[src/rtl/dcache_wb_burst_if.sv]
// dcache_wb_burst_if: LSU-side request/response and memory burst port of the data cache.
interface dcache_wb_burst_if;
    logic        cpu_req_i;
    logic        cpu_we_i;
    logic [31:0] cpu_addr_i;
    logic [31:0] cpu_wdata_i;
    logic [31:0] cpu_rdata_o;
    logic        cpu_rvalid_o;
    logic        stall_o;
    logic        mem_req_o;
    logic        mem_we_o;
    logic [31:0] mem_addr_o;
    logic [31:0] mem_wdata_o;
    logic [31:0] mem_rdata_i;
    logic        mem_ready_i;

    modport slave (
        input  cpu_req_i, cpu_we_i, cpu_addr_i, cpu_wdata_i, mem_rdata_i, mem_ready_i,
        output cpu_rdata_o, cpu_rvalid_o, stall_o, mem_req_o, mem_we_o, mem_addr_o, mem_wdata_o
    );

    modport master (
        output cpu_req_i, cpu_we_i, cpu_addr_i, cpu_wdata_i, mem_rdata_i, mem_ready_i,
        input  cpu_rdata_o, cpu_rvalid_o, stall_o, mem_req_o, mem_we_o, mem_addr_o, mem_wdata_o
    );
endinterface

[src/rtl/dcache_wb_burst.sv]
// dcache_wb_burst: direct-mapped write-back/write-allocate data cache with burst writeback and refill.
// Performance counters are built only when DCACHE_PERF_CNT_EN is defined.
module dcache_wb_burst #(
    parameter int NUM_LINES      = 4,
    parameter int WORDS_PER_LINE = 8
) (
    input  logic               clk_i,
    input  logic               rst_ni,
    dcache_wb_burst_if.slave   bus,
    output logic [31:0]        acc_cnt_o,
    output logic [31:0]        hit_cnt_o,
    output logic [31:0]        miss_cnt_o
);
    localparam int OFF_W = $clog2(WORDS_PER_LINE);
    localparam int IDX_W = $clog2(NUM_LINES);
    localparam int TAG_W = 30 - OFF_W - IDX_W;

    typedef enum logic [1:0] {IDLE, COMPARE, WRITEBACK, REFILL} state_t;

    state_t               state, state_n;
    logic [TAG_W-1:0]     req_tag;
    logic [IDX_W-1:0]     req_idx;
    logic [OFF_W-1:0]     req_word;
    logic [OFF_W-1:0]     beat;
    logic [31:0]          req_wdata;
    logic                 req_we;
    logic [NUM_LINES-1:0] valid;
    logic [NUM_LINES-1:0] dirty;
    logic [TAG_W-1:0]     tag_mem  [NUM_LINES];
    logic [31:0]          data_mem [NUM_LINES][WORDS_PER_LINE];
    logic                 hit;
    logic                 capture;
    logic                 beat_done;
    logic                 last_beat;
    logic                 unused_addr_lsb;

    assign unused_addr_lsb = ^bus.cpu_addr_i[1:0];
    assign capture   = state == IDLE && bus.cpu_req_i;
    assign hit       = valid[req_idx] && tag_mem[req_idx] == req_tag;
    assign beat_done = bus.mem_ready_i && (state == WRITEBACK || state == REFILL);
    assign last_beat = &beat;

    always_ff @(posedge clk_i or negedge rst_ni) begin
        if (!rst_ni) state <= IDLE;
        else         state <= state_n;
    end

    always_comb begin
        state_n = state;
        case (state)
            IDLE:      state_n = bus.cpu_req_i ? COMPARE : IDLE;
            COMPARE:   state_n = hit ? IDLE : (valid[req_idx] && dirty[req_idx]) ? WRITEBACK : REFILL;
            WRITEBACK: state_n = (bus.mem_ready_i && last_beat) ? REFILL : WRITEBACK;
            REFILL:    state_n = (bus.mem_ready_i && last_beat) ? COMPARE : REFILL;
            default:   state_n = IDLE;
        endcase
    end

    assign bus.cpu_rvalid_o = state == COMPARE && hit;
    assign bus.cpu_rdata_o  = (state == COMPARE && hit) ? data_mem[req_idx][req_word] : '0;
    assign bus.stall_o      = !(state == IDLE || (state == COMPARE && hit));
    assign bus.mem_req_o    = state == WRITEBACK || state == REFILL;
    assign bus.mem_we_o     = state == WRITEBACK;
    assign bus.mem_addr_o   = state == WRITEBACK ? {tag_mem[req_idx], req_idx, beat, 2'b00} :
                              state == REFILL    ? {req_tag, req_idx, beat, 2'b00} : '0;
    assign bus.mem_wdata_o  = state == WRITEBACK ? data_mem[req_idx][beat] : '0;

    always_ff @(posedge clk_i or negedge rst_ni) begin
        if (!rst_ni) begin
            req_tag   <= '0;
            req_idx   <= '0;
            req_word  <= '0;
            req_wdata <= '0;
            req_we    <= 1'b0;
            beat      <= '0;
            valid     <= '0;
            dirty     <= '0;
        end else begin
            if (capture) begin
                {req_tag, req_idx, req_word} <= bus.cpu_addr_i[31:2];
                req_wdata <= bus.cpu_wdata_i;
                req_we    <= bus.cpu_we_i;
            end
            if (state == COMPARE) beat <= '0;
            else if (beat_done)   beat <= beat + OFF_W'(1);
            if (state == COMPARE && hit && req_we) dirty[req_idx] <= 1'b1;
            if (state == REFILL && bus.mem_ready_i && last_beat) begin
                valid[req_idx] <= 1'b1;
                dirty[req_idx] <= 1'b0;
            end
        end
    end

    // Tag and data arrays carry no reset; valid bits guard their contents.
    always_ff @(posedge clk_i) begin
        if (state == COMPARE && hit && req_we) data_mem[req_idx][req_word] <= req_wdata;
        if (state == REFILL && bus.mem_ready_i) data_mem[req_idx][beat] <= bus.mem_rdata_i;
        if (state == REFILL && bus.mem_ready_i && last_beat) tag_mem[req_idx] <= req_tag;
    end

`ifdef DCACHE_PERF_CNT_EN
    logic first_cmp;

    // Only the first compare of a request counts; the post-refill re-compare does not.
    always_ff @(posedge clk_i or negedge rst_ni) begin
        if (!rst_ni) begin
            first_cmp  <= 1'b0;
            acc_cnt_o  <= '0;
            hit_cnt_o  <= '0;
            miss_cnt_o <= '0;
        end else begin
            if (capture)               first_cmp <= 1'b1;
            else if (state == COMPARE) first_cmp <= 1'b0;
            if (state == COMPARE && first_cmp) begin
                acc_cnt_o <= acc_cnt_o + 32'd1;
                if (hit) hit_cnt_o  <= hit_cnt_o + 32'd1;
                else     miss_cnt_o <= miss_cnt_o + 32'd1;
            end
        end
    end
`else
    assign acc_cnt_o  = '0;
    assign hit_cnt_o  = '0;
    assign miss_cnt_o = '0;
`endif
endmodule

[src/flat_wrapper.sv]
// flat-port wrapper written by rule: the top's interface ports become plain ports
module dcache_wb_burst_flat 
#(
    parameter int NUM_LINES      = 4,
    parameter int WORDS_PER_LINE = 8
)
  (clk_i, rst_ni, acc_cnt_o, hit_cnt_o, miss_cnt_o, bus_cpu_req_i, bus_cpu_we_i, bus_cpu_addr_i, bus_cpu_wdata_i, bus_mem_rdata_i, bus_mem_ready_i, bus_cpu_rdata_o, bus_cpu_rvalid_o, bus_stall_o, bus_mem_req_o, bus_mem_we_o, bus_mem_addr_o, bus_mem_wdata_o);
  dcache_wb_burst_if bus_i ();
  input  logic clk_i;
  input  logic rst_ni;
  output logic [31:0] acc_cnt_o;
  output logic [31:0] hit_cnt_o;
  output logic [31:0] miss_cnt_o;
  input wire logic [$bits(bus_i.cpu_req_i)-1:0] bus_cpu_req_i;
  input wire logic [$bits(bus_i.cpu_we_i)-1:0] bus_cpu_we_i;
  input wire logic [$bits(bus_i.cpu_addr_i)-1:0] bus_cpu_addr_i;
  input wire logic [$bits(bus_i.cpu_wdata_i)-1:0] bus_cpu_wdata_i;
  input wire logic [$bits(bus_i.mem_rdata_i)-1:0] bus_mem_rdata_i;
  input wire logic [$bits(bus_i.mem_ready_i)-1:0] bus_mem_ready_i;
  output wire logic [$bits(bus_i.cpu_rdata_o)-1:0] bus_cpu_rdata_o;
  output wire logic [$bits(bus_i.cpu_rvalid_o)-1:0] bus_cpu_rvalid_o;
  output wire logic [$bits(bus_i.stall_o)-1:0] bus_stall_o;
  output wire logic [$bits(bus_i.mem_req_o)-1:0] bus_mem_req_o;
  output wire logic [$bits(bus_i.mem_we_o)-1:0] bus_mem_we_o;
  output wire logic [$bits(bus_i.mem_addr_o)-1:0] bus_mem_addr_o;
  output wire logic [$bits(bus_i.mem_wdata_o)-1:0] bus_mem_wdata_o;
  assign bus_i.cpu_req_i = bus_cpu_req_i;
  assign bus_i.cpu_we_i = bus_cpu_we_i;
  assign bus_i.cpu_addr_i = bus_cpu_addr_i;
  assign bus_i.cpu_wdata_i = bus_cpu_wdata_i;
  assign bus_i.mem_rdata_i = bus_mem_rdata_i;
  assign bus_i.mem_ready_i = bus_mem_ready_i;
  assign bus_cpu_rdata_o = bus_i.cpu_rdata_o;
  assign bus_cpu_rvalid_o = bus_i.cpu_rvalid_o;
  assign bus_stall_o = bus_i.stall_o;
  assign bus_mem_req_o = bus_i.mem_req_o;
  assign bus_mem_we_o = bus_i.mem_we_o;
  assign bus_mem_addr_o = bus_i.mem_addr_o;
  assign bus_mem_wdata_o = bus_i.mem_wdata_o;
  dcache_wb_burst #(.NUM_LINES(NUM_LINES), .WORDS_PER_LINE(WORDS_PER_LINE)) u_core (.clk_i(clk_i), .rst_ni(rst_ni), .bus(bus_i), .acc_cnt_o(acc_cnt_o), .hit_cnt_o(hit_cnt_o), .miss_cnt_o(miss_cnt_o));
endmodule
[config.mk]
export PLATFORM = sky130hd
export DESIGN_NAME = dcache_wb_burst_flat
export DESIGN_NICKNAME = d
export VERILOG_FILES = /design/src/rtl/dcache_wb_burst_if.sv /design/src/rtl/dcache_wb_burst.sv /design/src/flat_wrapper.sv
export SDC_FILE = /design/constraint.sdc
export NUM_CORES = 2
export LEC_CHECK = 0
export CAP_MARGIN = 20
export CORE_ASPECT_RATIO = 0.8
export CORE_MARGIN = 2
export CORE_UTILIZATION = 55
export DETAILED_ROUTE_END_ITERATION = 10
export PLACE_DENSITY = 0.74
export SYNTH_ARGS = -nofsm -noshare
export SYNTH_HDL_FRONTEND = slang
export SYNTH_SLANG_ARGS = --single-unit
[constraint.sdc]
create_clock -name clk_i -period 12 [get_ports clk_i]
set_input_delay 1.8 -clock clk_i [delete_from_list [all_inputs] [get_ports clk_i]]
set_output_delay 1.8 -clock clk_i [all_outputs]
set_load 0.02 [all_outputs]
==> out/results.tsv <==
metric	value	unit
dp_slack	4460	ps
antenna_found_initial	8	
syn_to_final_growth	13.9	%
numClockSinks	1200	
fin_ws	3580	ps
rows	100	
clk_latency	740	ps
path_cells	buf_4 -> mux4_2 -> xnor2_1 -> o211ai_1 -> or4_1 -> nor4_4 -> nand3_2 -> buf_4 -> nor2_1 -> clkdlybuf4s50_1	
period_share	0.702	
drc	0	
gp_congestion	0.849	
relSlewSlack	0.240	
avgSynthCellArea	18.8	um^2
syn_area	0.0513	mm^2
leakagePower	18.7	nW
worst-path-max-fanout	70	
fin_setup_tns	0	ps
avgRoutedWirePerCell	35.2	um
holdBufCountCts	0	
dieArea	0.0957	mm^2
via_per_inst	7.04	
worst_ep_required_time	10200	ps
synth.area.top_cells	edfxtp_1, mux4_2, mux2_2	
core-area	0.0927	mm^2
start_kind	flip-flop	
crit_family	simple AND/OR/NAND/NOR gates	
worstMarginPinSlew	1140	ps
routed_wl	150000	um
fin_area	0.0584	mm^2
post-synth-top-area-cell	edfxtp_1	
grt.total_usage	0.311	
crit_top_cell	buf_4	
synth_cells	2731	
crit_arrival	6620	ps
synth_top_area_share	0.659	
skew	48.1	ps
placed_area	0.0546	mm^2
first_pass_iters	8	
ant_nets	0	
report.final.slew_viol_count	0	
cts_tree	done	
finalCriticalPeriod	8420	ps
cts_resized	0	
slowest_stage	buf_4	
synthTopCellsByCount	edfxtp_1, mux2_2, mux4_2, o22ai_1, clkbuf_1	
ys_ff_latch	1200	
worstHoldPathType	reg2reg	
critPathCaptureType	output port	
die_w	345	um
synthDistinctLibCells	53	
setup_viol	0	
hold_viol_final	0	
drive_above_1_share	0.299	
yosysSeqAreaShare	0.696	
io_pins	297	
place_hpwl	83900	um
numCtsBuffers	114	
slowest_delay	890	ps
finalNetCount	3047	
clk_pin_slew_worst_paths	60	ps
cts_root_buffer	clkbuf_16	
fmax	119	MHz
initial_core_util	0.553	
ys.flop_type	edfxtp_1	
grt_pass1_wl	212000	um
cap_viol_max_count	0	
io_buffers	196	
first_global_vias	29538	
htreeDepth	3	
die_h	277	um
path_class	reg2out	
synth_edf_count	1124	
grt_max_degree	71	
synthArstFlopShare	0.0633	
critical_path_buf_inv_count	3	
yosysMostFrequentCell	edfxtp_1	
peakVddDrop	172	uV
first_iter_violations	4818	
fin_hold_ws	472	ps
yosysWarningCount	0	
postCtsSetupBuffers	0	
p_per_area	253	mW/mm^2
num_vias	30018	
grt-ovfl-total	0	
status	complete, no violations	
rsz0062_at_grt	false	
clockBufferDepth	3	
[cell type report]
cell class,instances,area (um^2)
Clock inverter,53,622
Multi-Input combinational cell,1339,14800
Clock buffer,159,3130
Antenna cell,2,5.00
Tap cell,1224,1530
Timing Repair Buffer,279,2620
Inverter,10,37.5
Fill cell,6206,34300
Sequential cell,1200,35700
[flip-flops by register name, summed over array words and instances (netlist names), named ones only]
name and count:
u_core.req_word 3, u_core.req_idx 2, u_core.beat 3, u_core.req_we 1, u_core.data_mem 1024, u_core.state 2, u_core.req_wdata 32, u_core.tag_mem 100
u_core.dirty 1, u_core.valid 4, u_core.req_tag 25
[layout by cell type (no fill, tap or decap), types with 33 or more instances in the layout]
master,instances
a22o_1,34
a22oi_1,68
a31oi_1,39
buf_4,82
clkbuf_1,34
clkbuf_16,114
clkdlybuf4s50_1,195
conb_1,98
dfrtp_1,74
edfxtp_1,1124
mux2_2,321
mux2i_1,46
mux4_2,269
nor2_1,51
nor2_4,39
o22ai_1,131
or4_1,33
[metal layers]
metal	up-vias	routed length, um	track usage
li1	11562	-	-
met1	15432	53700	0.431
met2	2520	67100	0.462
met3	494	22100	0.0982
met4	10	7030	0.125
met5	-	43	0
[power by group]
group | leakage, nW | internal [mW] | switching, mW | total, mW
Clock | 1.84 | 2.03 | 1.60 | 3.63
Sequential | 11.1 | 5.43 | 0.398 | 5.83
Combinational | 5.81 | 2.19 | 3.14 | 5.33
[worst register-to-register path, stage by stage (launching register included)]
cell and delay [ps]:
dfrtp_4 700, buf_4 920, mux4_2 530, xnor2_1 230
o211ai_1 120, or4_1 580, nor4_4 780, a31oi_1 520
nor2_4 990, buf_4 510
[cell families after synthesis]
group	after synthesis	share of synthesized area
other cells	1	0.0000732
xor+xnor	22	0.00376
buf+inv	289	0.0302
mux	636	0.198
flops	1200	0.696
simple gates	232	0.0240
compound gates	349	0.0481
fa+ha+maj	2	0.000488
[stage by stage]
step,std cells,utilization,power [mW]
global route,4266,0.630,15.2
detailed placement,4050,0.589,11.1
global placement,4050,0.589,10.9
finish,4266,0.630,14.8
CTS,4262,0.629,14.7
floorplan,2828,-,9.17
[worst paths after layout]
kind | startpoint | end | slack [ps] | cells past startpoint
max reg2reg | u_core.req_idx[1] | u_core.data_mem[3][95] | 5750 | 9
min in group asynchronous | rst_ni | u_core.req_tag[17] | 1050 | 1
max in group asynchronous | rst_ni | u_core.req_idx[0] | 9590 | 2
min reg2reg | u_core.valid[3] | u_core.valid[3] | 470 | 1
min | u_core.valid[3] | u_core.valid[3] | 470 | 1
max | u_core.req_idx[1] | bus_cpu_rdata_o[17] | 3580 | 10
(Power assumes the default switching activity.)
